==> src/rtl/cu_fetch_unit.sv <==
// Instruction fetch unit: sequential word fetches with several requests in flight,
// a prefetch FIFO towards decode, and redirect with in-flight response dropping.
module cu_fetch_unit #(
    parameter int ADDR_W     = 19,
    parameter int DATA_W     = 32,
    parameter int FIFO_DEPTH = 4,
    parameter int MAX_OUT    = 2
) (
    input  logic              clk,
    input  logic              rst,
    input  logic [31:0]       boot_addr_i,
    input  logic              fetch_en_i,
    input  logic              redirect_valid_i,
    input  logic [ADDR_W-1:0] redirect_addr_i,
    output logic              fetch_req,
    input  logic              fetch_gnt,
    output logic [ADDR_W-1:0] fetch_addr,
    input  logic [DATA_W-1:0] fetch_r_data,
    input  logic              fetch_r_valid,
    output logic              instr_valid_o,
    output logic [DATA_W-1:0] instr_data_o,
    output logic [ADDR_W-1:0] instr_addr_o,
    input  logic              instr_ready_i,
    output logic              busy_o,
    output logic              dbg_state
);

    // Handshakes: a request transfers on clk edges with fetch_req && fetch_gnt, and
    // fetch_req/fetch_addr hold until then; the decode port transfers on
    // instr_valid_o && instr_ready_i, and the head is stable while not accepted.

    localparam int CNT_W = $clog2(FIFO_DEPTH + 1);
    localparam int PTR_W = $clog2(FIFO_DEPTH);
    localparam logic [CNT_W-1:0]  ONE    = CNT_W'(1);
    localparam logic [ADDR_W-1:0] WORD   = ADDR_W'(4);
    localparam logic [PTR_W-1:0]  PTR_1  = PTR_W'(1);

    typedef enum logic {IDLE = 1'b0, REQ = 1'b1} state_t;
    state_t state_q, state_d;

    logic [ADDR_W-1:0] pc_q, rsp_pc_q, stale_addr_q, redir_addr;
    logic              stale_q;
    logic [CNT_W-1:0]  out_cnt, drop_cnt, fifo_cnt;
    logic [CNT_W-1:0]  out_next, drop_next, fifo_next;
    logic [CNT_W:0]    credit_sum;
    logic [PTR_W-1:0]  wr_ptr, rd_ptr;
    logic [ADDR_W-1:0] addr_mem [FIFO_DEPTH];
    logic [DATA_W-1:0] data_mem [FIFO_DEPTH];
    logic              gnt_fire, push, pop, drop_rsp, can_issue;
    logic              unused_bits;

    assign unused_bits = ^{boot_addr_i, redirect_addr_i[1:0]};
    assign redir_addr  = {redirect_addr_i[ADDR_W-1:2], 2'b00};

    assign fetch_req  = (state_q == REQ);
    // A request caught by a redirect keeps its old address until it is granted.
    assign fetch_addr = stale_q ? stale_addr_q : pc_q;
    assign gnt_fire   = fetch_req && fetch_gnt;
    assign drop_rsp   = fetch_r_valid && (redirect_valid_i || drop_cnt != '0);
    assign push       = fetch_r_valid && !drop_rsp;

    assign instr_valid_o = (fifo_cnt != '0);
    assign pop           = instr_valid_o && instr_ready_i;
    assign instr_data_o  = instr_valid_o ? data_mem[rd_ptr] : '0;
    assign instr_addr_o  = instr_valid_o ? addr_mem[rd_ptr] : '0;
    assign busy_o        = fetch_req || (out_cnt != '0);
    assign dbg_state     = state_q;

    always_comb begin
        out_next  = out_cnt;
        drop_next = drop_cnt;
        fifo_next = fifo_cnt;
        state_d   = state_q;
        if (gnt_fire)      out_next = out_next + ONE;
        if (fetch_r_valid) out_next = out_next - ONE;
        if (redirect_valid_i) begin
            fifo_next = '0;
            drop_next = out_next;
        end else begin
            if (push)                 fifo_next = fifo_next + ONE;
            if (pop)                  fifo_next = fifo_next - ONE;
            if (drop_rsp)             drop_next = drop_next - ONE;
            if (gnt_fire && stale_q)  drop_next = drop_next + ONE;
        end
        // Credits count post-update values so issue never overruns the FIFO.
        credit_sum = {1'b0, out_next} + {1'b0, fifo_next};
        can_issue  = fetch_en_i && (credit_sum < (CNT_W+1)'(FIFO_DEPTH))
                     && (out_next < CNT_W'(MAX_OUT));
        case (state_q)
            IDLE:    if (can_issue) state_d = REQ;
            REQ:     if (gnt_fire && !can_issue) state_d = IDLE;
            default: state_d = IDLE;
        endcase
    end

    always_ff @(posedge clk) begin
        if (rst) begin
            state_q      <= IDLE;
            pc_q         <= boot_addr_i[ADDR_W-1:0];
            rsp_pc_q     <= boot_addr_i[ADDR_W-1:0];
            stale_q      <= 1'b0;
            stale_addr_q <= '0;
            out_cnt      <= '0;
            drop_cnt     <= '0;
            fifo_cnt     <= '0;
            wr_ptr       <= '0;
            rd_ptr       <= '0;
        end else begin
            state_q  <= state_d;
            out_cnt  <= out_next;
            drop_cnt <= drop_next;
            fifo_cnt <= fifo_next;
            if (redirect_valid_i) begin
                pc_q     <= redir_addr;
                rsp_pc_q <= redir_addr;
                wr_ptr   <= '0;
                rd_ptr   <= '0;
                if (fetch_req && !fetch_gnt) begin
                    stale_q <= 1'b1;
                    if (!stale_q) stale_addr_q <= pc_q;
                end else begin
                    stale_q <= 1'b0;
                end
            end else begin
                if (gnt_fire) begin
                    if (stale_q) stale_q <= 1'b0;
                    else         pc_q    <= pc_q + WORD;
                end
                if (push) begin
                    rsp_pc_q <= rsp_pc_q + WORD;
                    wr_ptr   <= wr_ptr + PTR_1;
                end
                if (pop) rd_ptr <= rd_ptr + PTR_1;
            end
        end
    end

    always_ff @(posedge clk) begin
        if (push) begin
            addr_mem[wr_ptr] <= rsp_pc_q;
            data_mem[wr_ptr] <= fetch_r_data;
        end
    end

endmodule

==> config.mk <==
export PLATFORM = sky130hd
export DESIGN_NAME = cu_fetch_unit
export DESIGN_NICKNAME = d
export VERILOG_FILES = /design/src/rtl/cu_fetch_unit.sv
export SDC_FILE = /design/constraint.sdc
export NUM_CORES = 1
export LEC_CHECK = 0
export ABC_AREA = 1
export CAP_MARGIN = 20
export CORE_ASPECT_RATIO = 0.75
export CORE_UTILIZATION = 40
export DETAILED_ROUTE_END_ITERATION = 16
export PLACE_DENSITY = 0.63
export SLEW_MARGIN = 20
export SYNTH_ARGS = -nofsm -noshare
export SYNTH_HDL_FRONTEND = slang
export SYNTH_SLANG_ARGS = --single-unit
export TNS_END_PERCENT = 100
==> constraint.sdc <==
create_clock -name clk -period 3.4 [get_ports clk]
set_clock_uncertainty 0.15 [all_clocks]
set_input_delay 0.51 -clock clk [delete_from_list [all_inputs] [get_ports clk]]
set_output_delay 0.51 -clock clk [all_outputs]
set_load 0.02 [all_outputs]
==> flow_metrics.py <==
metrics = {
    "placed_design": {
        "io_buffer_count": 148,
        "placedCellCount": 1646,
        "finalWeightedCongestion": 0.8053,
        "dp_hpwl_um": 16820,
    },
    "grt": {
        "grt_max_degree": 55,
        "overflow": 0,
        "grt_usage": 0.1757,
        "grt_pass1_vias": 7840,
        "grt_pass1_wl_um": 43000,
        "antenna_found_initial": 0,
    },
    "min_path": {
        "min_delay_path_depth": 2,
        "hold_end": "stale_addr_q[1]",
        "hold_path.class": "reg2reg",
        "hold_start": "stale_addr_q[1]",
    },
    "floorplan": {
        "start_util": 0.4103,
        "dieArea_um2": 30780,
        "core_area_um2": 29320,
        "die_w_um": 202.3,
        "rows": 54,
        "die_h_um": 152.2,
        "pin_count": 164,
    },
    "synthesis": {
        "syn_area_per_cell_um2": 10.54,
        "yosysTopAreaCell": "edfxtp_1",
        "syn-cell-area_um2": 12030,
        "yosysSeqAreaShare": 0.6589,
        "synth_seq_cells": 276,
        "synth-warning-count": 0,
        "synth_top_area_frac": 0.5990,
        "synth-edff-count": 240,
        "synth_area_leaders": "edfxtp_1 60%, nor2_1 7.3%, o21ai_0 6.6%",
        "syn_nets": 1249,
        "synth_cell_types": 36,
        "async_flop_share": 0,
        "syn_inst": 1142,
        "synth_flop_cell": "edfxtp_1",
    },
    "routing": {
        "drt.antenna.violating_nets": 0,
        "wirelength_um": 27710,
        "drt-pass1-iter-count": 5,
        "vias": 8442,
        "routedWlPerCell_um": 16.30,
        "post-route-drc-count": 0,
        "via_per_inst": 4.966,
        "drt_iter0_markers": 581,
    },
    "timing": {
        "setup_tns_ns": 0,
        "worst_slew_pin_slew_ns": 0.6466,
        "maxSlewViolCount": 0,
        "period_needed_ns": 3.275,
        "setup_violations": 0,
        "period_share": 0.9631,
        "relSlewSlack": 0.5684,
        "rsz0062_at_grt": "no",
        "max_freq_mhz": 305.4,
        "hold_viol": 0,
    },
    "clocking": {
        "clk_pin_slew_worst_paths_ns": 0.06,
        "cts_sinks": 276,
        "root_buffer": "clkbuf_16",
        "tritoncts": "built",
        "cts-buffers-inserted": 29,
        "cts_buffer_depth": 3,
        "insertion_delay_ns": 0.55,
        "h-tree-depth": 1,
    },
    "job": {
        "cap_violations": 0,
    },
    "setup_path": {
        "r2r_slack_ns": 0.67,
        "r2r_cells": 19,
        "critPathMaxFanout": 33,
        "reg2reg_from": "drop_cnt[0]",
        "reg2reg_to": "dbg_state",
        "cp-end-kind": "output port",
        "critical_path_arrival_ns": 2.61,
        "path_class": "reg2out",
        "critPathLaunchType": "flip-flop",
        "worstSetupStartpoint": "fifo_cnt[0]",
        "required_ns": 2.74,
    },
    "layout": {
        "num_antenna_cells": 0,
        "nets": 1393,
        "drive_gt1_frac": 0.06881,
        "area_growth_pct": 24.06,
        "stdcell_count": 1700,
    },
    "pwr": {
        "p_total_w": 0.007823,
        "max-vdd-ir-drop_uv": 388.4,
        "power_leakage_nw": 5.400,
        "p_per_area_nw_per_um2": 524.1,
    },
    "outcome": {
        "status": "finished, final reports clean",
    },
}
layer usage:
layer	up-vias	global-route usage	part of all wire
met3	44	0.02160	0.044
met1	3989	0.2561	0.48
met4	0	0.04475	0.019
met5	-	0	0
met2	187	0.2789	0.45
li1	4222	-	-
power by group:
group	total, W	internal [W]	leakage, nW	switching, W
logic	0.000901	0.000377	2.45	0.000524
registers	0.00394	0.00384	2.51	0.000104
clock network	0.00298	0.00172	0.430	0.00126
total	0.00782	0.00593	5.40	0.00189
cell type report:
cell class,count,area (µm²)
Clock buffer,37,755.7
Fill cell,2635,14400
Multi-Input combinational cell,729,3570
Timing Repair Buffer,171,1745
Sequential cell,276,7935
Tap cell,392,490.5
Inverter,79,296.5
Clock inverter,16,133.9
stage by stage:
stage	cell area [µm²]	setup slack (ns)	hold slack (ns)	utilization
after floorplan	12030	-0.2835	0.2737	-
after global placement	14000	0.1933	0.2829	0.4774
after detailed placement	14000	0.1619	0.2913	0.4774
after CTS	14900	0.06668	0.3007	0.5081
after global routing	14930	0.01261	0.3102	0.5090
final	14930	0.1254	0.2958	0.5090
synthesized netlist by cell type, types with 7 or more instances:
cell type  number
edfxtp_1      240
nor2_1        233
o21ai_0       159
nand2_1       124
a21oi_1        82
inv_1          73
dfxtp_1        36
clkbuf_1       31
nand3_1        29
buf_2          19
a22oi_1        17
ha_1           17
xor2_1         16
o21ai_1         8
buf_4           7
nor3_1          7
critical path, cell delays in order (launching register included):
cell and delay, ns:
dfxtp_1 0.37, inv_1 0.08, ha_1 0.20, nand2_2 0.09
inv_2 0.19, buf_12 0.25, a21oi_1 0.24, clkdlybuf4s50_1 0.66
registers in the layout (all words and copies together) (netlist names), named ones only:
signal	cells
addr_mem	76
data_mem	128
pc_q	18
drop_cnt	3
wr_ptr	2
rd_ptr	2
out_cnt	3
dbg_state	1
stale_q	1
rsp_pc_q	18
stale_addr_q	19
fifo_cnt	3
worst max path at each step:
stage	endpoint	slack, ns	depth (start not counted)
after floorplan	addr_mem[0][0]	-0.28	4
after global placement	dbg_state	0.19	19
after detailed placement	dbg_state	0.16	19
after CTS	instr_addr_o[1]	0.07	6
after global routing	instr_addr_o[1]	0.01	7
final	instr_addr_o[1]	0.13	7
cell families after synthesis:
logic type / Yosys count / synth area share
AOI/OAI and AO/OA: 274 / 0.1192
and+or+nand+nor: 417 / 0.1414
buffers and inverters: 137 / 0.04690
adders and majority gates: 17 / 0.01768
xor gates and xnor gates: 21 / 0.01591
DFF: 276 / 0.6589
layout by cell type, fill, tap and decap left out, drive strengths merged, types with 2 or more instances in the layout:
cell type / synthesis / routed
ha: 17 / 17
dfxtp: 36 / 36
nor2: 241 / 241
xnor2: 4 / 4
nor3: 9 / 9
clkinv: 2 / 12
nand3: 32 / 32
nand2: 126 / 126
clkdlybuf4s50: 0 / 144
a22oi: 17 / 17
o21ai: 167 / 167
a21oi: 82 / 82
o211ai: 2 / 2
clkbuf: 31 / 37
clkinvlp: 0 / 2
o21bai: 2 / 2
or2: 2 / 2
nand3b: 2 / 2
buf: 27 / 23
bufinv: 0 / 2
nand4: 5 / 5
edfxtp: 240 / 240
xor2: 17 / 17
dlymetal6s2s: 0 / 4
inv: 77 / 79
timing repair:
action	in CTS	in global routing
setup endpoints to repair	37	17
hold buffers	0	0
setup buffers	0	1
gates resized for setup	3	6
(Power assumes the default switching activity.)
